`config.mk`:
```
export PLATFORM = sky130hd
export DESIGN_NAME = quiz_answer_arbiter_flat
export DESIGN_NICKNAME = d
export VERILOG_FILES = /design/src/rtl/quiz_answer_arbiter_pkg.sv /design/src/rtl/quiz_answer_arbiter_if.sv /design/src/rtl/quiz_answer_arbiter_edge.sv /design/src/rtl/quiz_answer_arbiter.sv /design/src/flat_wrapper.sv
export SDC_FILE = /design/constraint.sdc
export NUM_CORES = 1
export LEC_CHECK = 0
export CORE_UTILIZATION = 57
export DETAILED_ROUTE_END_ITERATION = 6
export MAX_ROUTING_LAYER = met4
export PLACE_DENSITY_LB_ADDON = 0.05
export SYNTH_ARGS = -nofsm -noshare
export SYNTH_HDL_FRONTEND = slang
export SYNTH_SLANG_ARGS = --single-unit
export TNS_END_PERCENT = 20
```
`constraint.sdc`:
```
create_clock -name clk -period 4.2 [get_ports clk]
set_input_delay 1.05 -clock clk [delete_from_list [all_inputs] [get_ports clk]]
set_output_delay 1.05 -clock clk [all_outputs]
set_load 0.01 [all_outputs]
```
`src/rtl/quiz_answer_arbiter_pkg.sv`:
```
// Shared types and helpers for the quiz answer arbiter.
// FSM state codes, the "no choice" code and the remote key index map.
package quiz_pkg;

  typedef logic [1:0] state_t;

  localparam state_t ST_IDLE    = 2'd0;
  localparam state_t ST_ARMED   = 2'd1;
  localparam state_t ST_JUDGE   = 2'd2;
  localparam state_t ST_RELEASE = 2'd3;

  localparam int CH_NONE = 0;

  // Player p (0-based), choice c (1-based), nc keys per remote.
  function automatic int key_bit(input int p, input int c, input int nc);
    return p * nc + c - 1;
  endfunction

endpackage

```
`src/rtl/quiz_answer_arbiter_if.sv`:
```
// Console-side bundle of the quiz answer arbiter.
// master drives keys and round control, slave returns judgements.
interface quiz_answer_arbiter_if #(
  parameter int NUM_PLAYERS = 2,
  parameter int NUM_CHOICES = 4,
  parameter int SCORE_W     = 8
);
  localparam int PLY_W = (NUM_PLAYERS > 1) ? $clog2(NUM_PLAYERS) : 1;
  localparam int CH_W  = $clog2(NUM_CHOICES + 1);

  logic [NUM_PLAYERS*NUM_CHOICES-1:0] rm_in;
  logic [CH_W-1:0]                    prob;
  logic                               round_start;
  logic                               beep_busy;
  logic                               armed;
  logic                               ans_valid;
  logic [PLY_W-1:0]                   ans_player;
  logic [CH_W-1:0]                    ans_choice;
  logic                               ans_correct;
  logic [NUM_PLAYERS-1:0]             lockout;
  logic [NUM_PLAYERS*SCORE_W-1:0]     scores;
  logic                               next_problem;

  modport master (
    output rm_in, prob, round_start, beep_busy,
    input  armed, ans_valid, ans_player, ans_choice,
    input  ans_correct, lockout, scores, next_problem
  );

  modport slave (
    input  rm_in, prob, round_start, beep_busy,
    output armed, ans_valid, ans_player, ans_choice,
    output ans_correct, lockout, scores, next_problem
  );

endinterface

```
`src/rtl/quiz_answer_arbiter_edge.sv`:
```
// Remote key front end: registers raw keys and flags single-key presses.
// A press is exactly one key of a player going 1->0 in one cycle.
module remote_edge_decoder
  import quiz_pkg::*;
#(
  parameter int NP   = 2,
  parameter int NC   = 4,
  parameter int CH_W = 3
) (
  input  logic                 clk,
  input  logic                 rst,
  input  logic [NP*NC-1:0]     i_rm_in,
  output logic [NP-1:0]        o_press_valid,
  output logic [NP*CH_W-1:0]   o_press_choice,
  output logic                 o_all_up
);

  logic [NP*NC-1:0]   r_rm;
  logic [NP*NC-1:0]   r_prev;
  logic [NP-1:0]      r_pv;
  logic [NP*CH_W-1:0] r_pc;
  logic [NP*NC-1:0]   w_fall;
  logic [NP-1:0]      w_pv;
  logic [NP*CH_W-1:0] w_pc;

  assign w_fall = r_prev & ~r_rm;

  always_comb begin
    w_pv = '0;
    w_pc = '0;
    for (int p = 0; p < NP; p++) begin
      w_pv[p] = ($countones(w_fall[p*NC +: NC]) == 1);
      for (int c = 1; c <= NC; c++) begin
        if (w_fall[key_bit(p, c, NC)])
          w_pc[p*CH_W +: CH_W] = CH_W'(c);
      end
    end
  end

  always_ff @(posedge clk) begin
    if (rst) begin
      r_rm   <= '1;
      r_prev <= '1;
      r_pv   <= '0;
      r_pc   <= '0;
    end else begin
      r_rm   <= i_rm_in;
      r_prev <= r_rm;
      r_pv   <= w_pv;
      r_pc   <= w_pc;
    end
  end

  assign o_press_valid  = r_pv;
  assign o_press_choice = r_pc;
  assign o_all_up       = &r_rm;

endmodule

```
`src/rtl/quiz_answer_arbiter.sv`:
```
// Quiz answer arbiter: first-press arbitration, judging, lockout, scores.
// Judgement outputs are registered and held until the next judgement.
module quiz_answer_arbiter
  import quiz_pkg::*;
#(
  parameter int NUM_PLAYERS = 2,
  parameter int NUM_CHOICES = 4,
  parameter int SCORE_W     = 8,
  parameter int PLY_W = (NUM_PLAYERS > 1) ? $clog2(NUM_PLAYERS) : 1,
  parameter int CH_W  = $clog2(NUM_CHOICES + 1)
) (
  input  logic                  clk,
  input  logic                  rst,
  quiz_answer_arbiter_if.slave  bus
);

  state_t                 r_state;
  logic [CH_W-1:0]        r_prob;
  logic [NUM_PLAYERS-1:0] r_lock;
  logic [SCORE_W-1:0]     r_score [NUM_PLAYERS];
  logic                   r_armed;
  logic                   r_ans_valid;
  logic [PLY_W-1:0]       r_ans_player;
  logic [CH_W-1:0]        r_ans_choice;
  logic                   r_ans_correct;
  logic                   r_next;

  logic [NUM_PLAYERS-1:0]      w_pv;
  logic [NUM_PLAYERS*CH_W-1:0] w_pc;
  logic                        w_all_up;
  logic [NUM_PLAYERS-1:0]      w_elig;
  logic                        w_hit;
  logic [PLY_W-1:0]            w_win;
  logic [CH_W-1:0]             w_ch;
  logic                        w_good;
  logic [NUM_PLAYERS-1:0]      w_lock_nxt;
  logic                        w_close;

  remote_edge_decoder #(
    .NP   (NUM_PLAYERS),
    .NC   (NUM_CHOICES),
    .CH_W (CH_W)
  ) u_edge (
    .clk            (clk),
    .rst            (rst),
    .i_rm_in        (bus.rm_in),
    .o_press_valid  (w_pv),
    .o_press_choice (w_pc),
    .o_all_up       (w_all_up)
  );

  assign w_elig = w_pv & ~r_lock;
  assign w_hit  = |w_elig;

  // Descending scan so the lowest eligible player wins.
  always_comb begin
    w_win = '0;
    w_ch  = CH_W'(CH_NONE);
    for (int p = NUM_PLAYERS - 1; p >= 0; p--) begin
      if (w_elig[p]) begin
        w_win = PLY_W'(p);
        w_ch  = w_pc[p*CH_W +: CH_W];
      end
    end
  end

  assign w_good     = (w_ch == r_prob);
  assign w_lock_nxt = r_lock | (NUM_PLAYERS'(1) << w_win);
  assign w_close    = w_good || (&w_lock_nxt);

  always_ff @(posedge clk) begin
    if (rst) begin
      r_state       <= ST_IDLE;
      r_prob        <= '0;
      r_lock        <= '0;
      r_armed       <= 1'b0;
      r_ans_valid   <= 1'b0;
      r_ans_player  <= '0;
      r_ans_choice  <= '0;
      r_ans_correct <= 1'b0;
      r_next        <= 1'b0;
      for (int p = 0; p < NUM_PLAYERS; p++)
        r_score[p] <= '0;
    end else begin
      r_ans_valid <= 1'b0;
      r_next      <= 1'b0;
      unique case (r_state)
        ST_IDLE: begin
          if (bus.round_start) begin
            r_state <= ST_ARMED;
            r_prob  <= bus.prob;
            r_lock  <= '0;
            r_armed <= 1'b1;
          end
        end
        ST_ARMED: begin
          if (w_hit && !bus.beep_busy) begin
            r_state       <= ST_JUDGE;
            r_ans_valid   <= 1'b1;
            r_ans_player  <= w_win;
            r_ans_choice  <= w_ch;
            r_ans_correct <= w_good;
            r_next        <= w_close;
            r_armed       <= !w_close;
            if (!w_good)
              r_lock <= w_lock_nxt;
            else if (r_score[w_win] != '1)
              r_score[w_win] <= r_score[w_win] + SCORE_W'(1);
          end
        end
        ST_JUDGE: begin
          r_state <= r_armed ? ST_ARMED : ST_RELEASE;
        end
        ST_RELEASE: begin
          if (w_all_up)
            r_state <= ST_IDLE;
        end
        default: r_state <= ST_IDLE;
      endcase
    end
  end

  for (genvar g = 0; g < NUM_PLAYERS; g++) begin : g_sc
    assign bus.scores[g*SCORE_W +: SCORE_W] = r_score[g];
  end

  assign bus.armed        = r_armed;
  assign bus.ans_valid    = r_ans_valid;
  assign bus.ans_player   = r_ans_player;
  assign bus.ans_choice   = r_ans_choice;
  assign bus.ans_correct  = r_ans_correct;
  assign bus.lockout      = r_lock;
  assign bus.next_problem = r_next;

endmodule

```
`src/flat_wrapper.sv`:
```
// flat-port wrapper written by rule: the top's interface ports become plain ports
module quiz_answer_arbiter_flat import quiz_pkg::*;
#(
  parameter int NUM_PLAYERS = 2,
  parameter int NUM_CHOICES = 4,
  parameter int SCORE_W     = 8,
  parameter int PLY_W = (NUM_PLAYERS > 1) ? $clog2(NUM_PLAYERS) : 1,
  parameter int CH_W  = $clog2(NUM_CHOICES + 1)
)
  (clk, rst, bus_rm_in, bus_prob, bus_round_start, bus_beep_busy, bus_armed, bus_ans_valid, bus_ans_player, bus_ans_choice, bus_ans_correct, bus_lockout, bus_scores, bus_next_problem);
  quiz_answer_arbiter_if #(.NUM_PLAYERS(NUM_PLAYERS), .NUM_CHOICES(NUM_CHOICES), .SCORE_W(SCORE_W)) bus_i ();
  input  logic clk;
  input  logic rst;
  input wire logic [$bits(bus_i.rm_in)-1:0] bus_rm_in;
  input wire logic [$bits(bus_i.prob)-1:0] bus_prob;
  input wire logic [$bits(bus_i.round_start)-1:0] bus_round_start;
  input wire logic [$bits(bus_i.beep_busy)-1:0] bus_beep_busy;
  output wire logic [$bits(bus_i.armed)-1:0] bus_armed;
  output wire logic [$bits(bus_i.ans_valid)-1:0] bus_ans_valid;
  output wire logic [$bits(bus_i.ans_player)-1:0] bus_ans_player;
  output wire logic [$bits(bus_i.ans_choice)-1:0] bus_ans_choice;
  output wire logic [$bits(bus_i.ans_correct)-1:0] bus_ans_correct;
  output wire logic [$bits(bus_i.lockout)-1:0] bus_lockout;
  output wire logic [$bits(bus_i.scores)-1:0] bus_scores;
  output wire logic [$bits(bus_i.next_problem)-1:0] bus_next_problem;
  assign bus_i.rm_in = bus_rm_in;
  assign bus_i.prob = bus_prob;
  assign bus_i.round_start = bus_round_start;
  assign bus_i.beep_busy = bus_beep_busy;
  assign bus_armed = bus_i.armed;
  assign bus_ans_valid = bus_i.ans_valid;
  assign bus_ans_player = bus_i.ans_player;
  assign bus_ans_choice = bus_i.ans_choice;
  assign bus_ans_correct = bus_i.ans_correct;
  assign bus_lockout = bus_i.lockout;
  assign bus_scores = bus_i.scores;
  assign bus_next_problem = bus_i.next_problem;
  quiz_answer_arbiter #(.NUM_PLAYERS(NUM_PLAYERS), .NUM_CHOICES(NUM_CHOICES), .SCORE_W(SCORE_W), .PLY_W(PLY_W), .CH_W(CH_W)) u_core (.clk(clk), .rst(rst), .bus(bus_i));
endmodule
```
==> out/summary.txt <==
H-tree depth -> 2
CP Cell Sequence -> and2b_1 > nor2_1 > mux2_2 > ha_1 > and3_1 > a31oi_1 > nand4_2 > nand2b_1
Final Hold Slack -> 0.4589 ns
Final Hold Vio Count -> 0
core footprint -> 0.004115 mm^2
Tmin final -> 3.243 ns
max-cap violations -> 0
Crit. End Element -> register
Final Util -> 73.34%
Hold Buf Count CTS -> 0
Post-synth ARST share -> 0%
Post CTS Setup Buffer Count -> 0
largest net degree at the start of global routing -> 37
post-synthesis mux area share -> 3.707%
final worst setup slack -> 0.9573 ns
starting density of the core -> 60.69%
worst path required time -> 4.18 ns
crit share post-route -> 77.21%
Synth Area in Simple Gates -> 22.29%
Resized cells post-CTS -> 0
Vias -> 1837
first drt pass iteration count -> 4
RSZ-0062 raised after global routing -> false
Pwr Density -> 343.2 mW/mm^2
Port Buffer Count -> 40
num rows -> 23
Least-Margin Pin Slew -> 0.8143 ns
Post-Syn Area -> 0.002497 mm^2
IO Count -> 41
clk slew on worst S/H paths -> 0.09 ns
die footprint -> 0.004650 mm^2
Routed WL -> 4518 um
largest family of logic cells by synthesized area -> simple AND/OR/NAND/NOR gates
DR iter-0 viols -> 172
startpoint types -> register
initial antenna violation count -> 0
Setup CP Type -> register to register
Layout area overhead -> 20.84%
Synth Area in Adders -> 5.110%
CP max stage cell -> nor2_1
Lkg Pwr -> 1.196 nW
vias in the first global route -> 1725
DRC viols -> 0
syn avg cell area -> 10.32 um^2
Die Ht -> 68.19 um
CTS Root Cell -> clkbuf_8
wire per inst -> 13.53 um
Synth cell types -> 42
Max Fclk -> 0.3084 GHz
Synth Area in Compound Gates -> 10.07%
Place WS -> 0.9600 ns
clk_lat worst skew -> 0.30 ns
most frequent cells in the layout -> clkdlybuf4s50_1, dfxtp_1, nor2_1
layout cells sized above 1 -> 11.27%
CTS tree -> done
Syn Inst Count -> 242
GRT Total Usage -> 22.97%
worst vdd rail ir drop -> 0.2744 mV
CTS Buf Count -> 5
flops & latches, synth -> 55
remaining global-route overflow -> 0
CP Data Arrival Time -> 3.22 ns
Sum Neg Setup Slack -> 0 ns
final setup vio count -> 0
most common cell after layout, fill and taps aside -> clkdlybuf4s50_1
Nets -> 307
HP Class -> register to register
count of pins over their slew limit -> 0
Max FO, Critical Path -> 10
yosys warns -> 0
Synth Area in XOR/XNOR -> 4.509%
Placed Area -> 0.002937 mm^2
post-synthesis sequential area ratio -> 50.50%
R2R setup slack -> 0.96 ns
Routed Antenna Nets -> 0
dpl hpwl -> 3542 um
synthesized net count -> 266
CTS max path bufs -> 2
slew margin rel. -> 45.59%
Worst Clk Skew -> 0.005779 ns
CP max stage delay -> 0.57 ns
outcome -> finished clean
first-pass GRT wire length -> 7569 um
Primary FF master, synth -> dfxtp_1
number of flops mapped to enable cells by yosys -> 16
CTS Sinks -> 55
DR vias/cell -> 5.500
diodes inserted -> 0
gpl congestion -> 0.8603
die width -> 68.19 um
final instance area -> 0.003018 mm^2
-- kinds of logic after synthesis --
family          Yosys count
xor+xnor                 12
simple gates            103
flops                    55
mux                       9
compound gates           31
fa+ha+maj                 9
buf+inv                  23
-- where the power goes --
group	total [mW]	switching [mW]	internal, mW	leakage [nW]
Clock	0.271	0.153	0.117	0.0422
Combinational	0.168	0.0858	0.0819	0.667
Sequential	0.597	0.0236	0.574	0.486
Total	1.04	0.263	0.773	1.20
-- worst paths after layout --
check,depth (start not counted),start,to
worst max-delay path,8,u_core.bus.lockout[0],u_core.r_score[0][0]
worst min-delay path,2,u_core.bus.ans_correct,u_core.bus.ans_correct
worst max register to register,8,u_core.bus.lockout[0],u_core.r_score[0][0]
worst min register to register,2,u_core.bus.ans_correct,u_core.bus.ans_correct
-- state kept, by name (all words and copies together), names as in the netlist --
name,flops
u_core.r_score,16
u_core.bus.lockout,2
u_core.r_state,2
u_core.bus.ans_valid,1
u_core.u_edge.r_rm,8
u_core.r_prob,3
u_core.bus.next_problem,1
u_core.bus.ans_player,1
u_core.u_edge.o_press_choice,6
u_core.u_edge.r_prev,8
u_core.bus.armed,1
u_core.bus.ans_choice,3
u_core.u_edge.o_press_valid,2
u_core.bus.ans_correct,1
-- synthesized netlist by cell type, types with 5 or more instances --
cell / instances / area, um^2
a211oi_1: 7 / 52.55
a21oi_1: 6 / 30.03
clkbuf_1: 6 / 22.52
dfxtp_1: 39 / 780.8
edfxtp_1: 16 / 480.5
ha_1: 7 / 87.58
inv_1: 15 / 56.30
mux2i_1: 7 / 70.07
nand2_1: 8 / 30.03
nand2b_1: 12 / 75.07
nand3_1: 8 / 40.04
nand4_1: 5 / 31.28
nor2_1: 34 / 127.6
or2_2: 16 / 100.1
xnor2_1: 8 / 70.07
-- per-stage QoR --
| stage | std cells | power (mW) |
|---|---|---|
| after global placement | 326 | 0.7736 |
| after floorplan | 242 | 0.7151 |
| after CTS | 334 | 1.044 |
| final | 334 | 1.036 |
| after global routing | 334 | 1.089 |
| after detailed placement | 326 | 0.7768 |
-- per-layer routing --
layer	GRT usage, %	up-vias	share of wire (%)
li1	-	923	-
met1	28.08	851	47
met2	35.66	53	47
met3	7.333	10	4.8
met4	7.813	0	1.6
met5	-	-	0
-- cell type report --
cell class	count	area [um^2]
Tap cell	50	62.56
Fill cell	311	1097
Inverter	15	56.30
Multi-Input combinational cell	164	1141
Clock inverter	1	5.005
Clock buffer	7	76.32
Sequential cell	55	1261
Timing Repair Buffer	42	415.4
-- critical path, delay by kind of cell, from the launching register on --
family                     cells  cell delay, ns
adders and majority gates      1            0.27
DFF                            1            0.44
and+or+nand+nor                5            1.59
muxes                          1            0.41
AOI/OAI and AO/OA              1            0.19
Note: power is estimated with default switching activity, not from simulation.
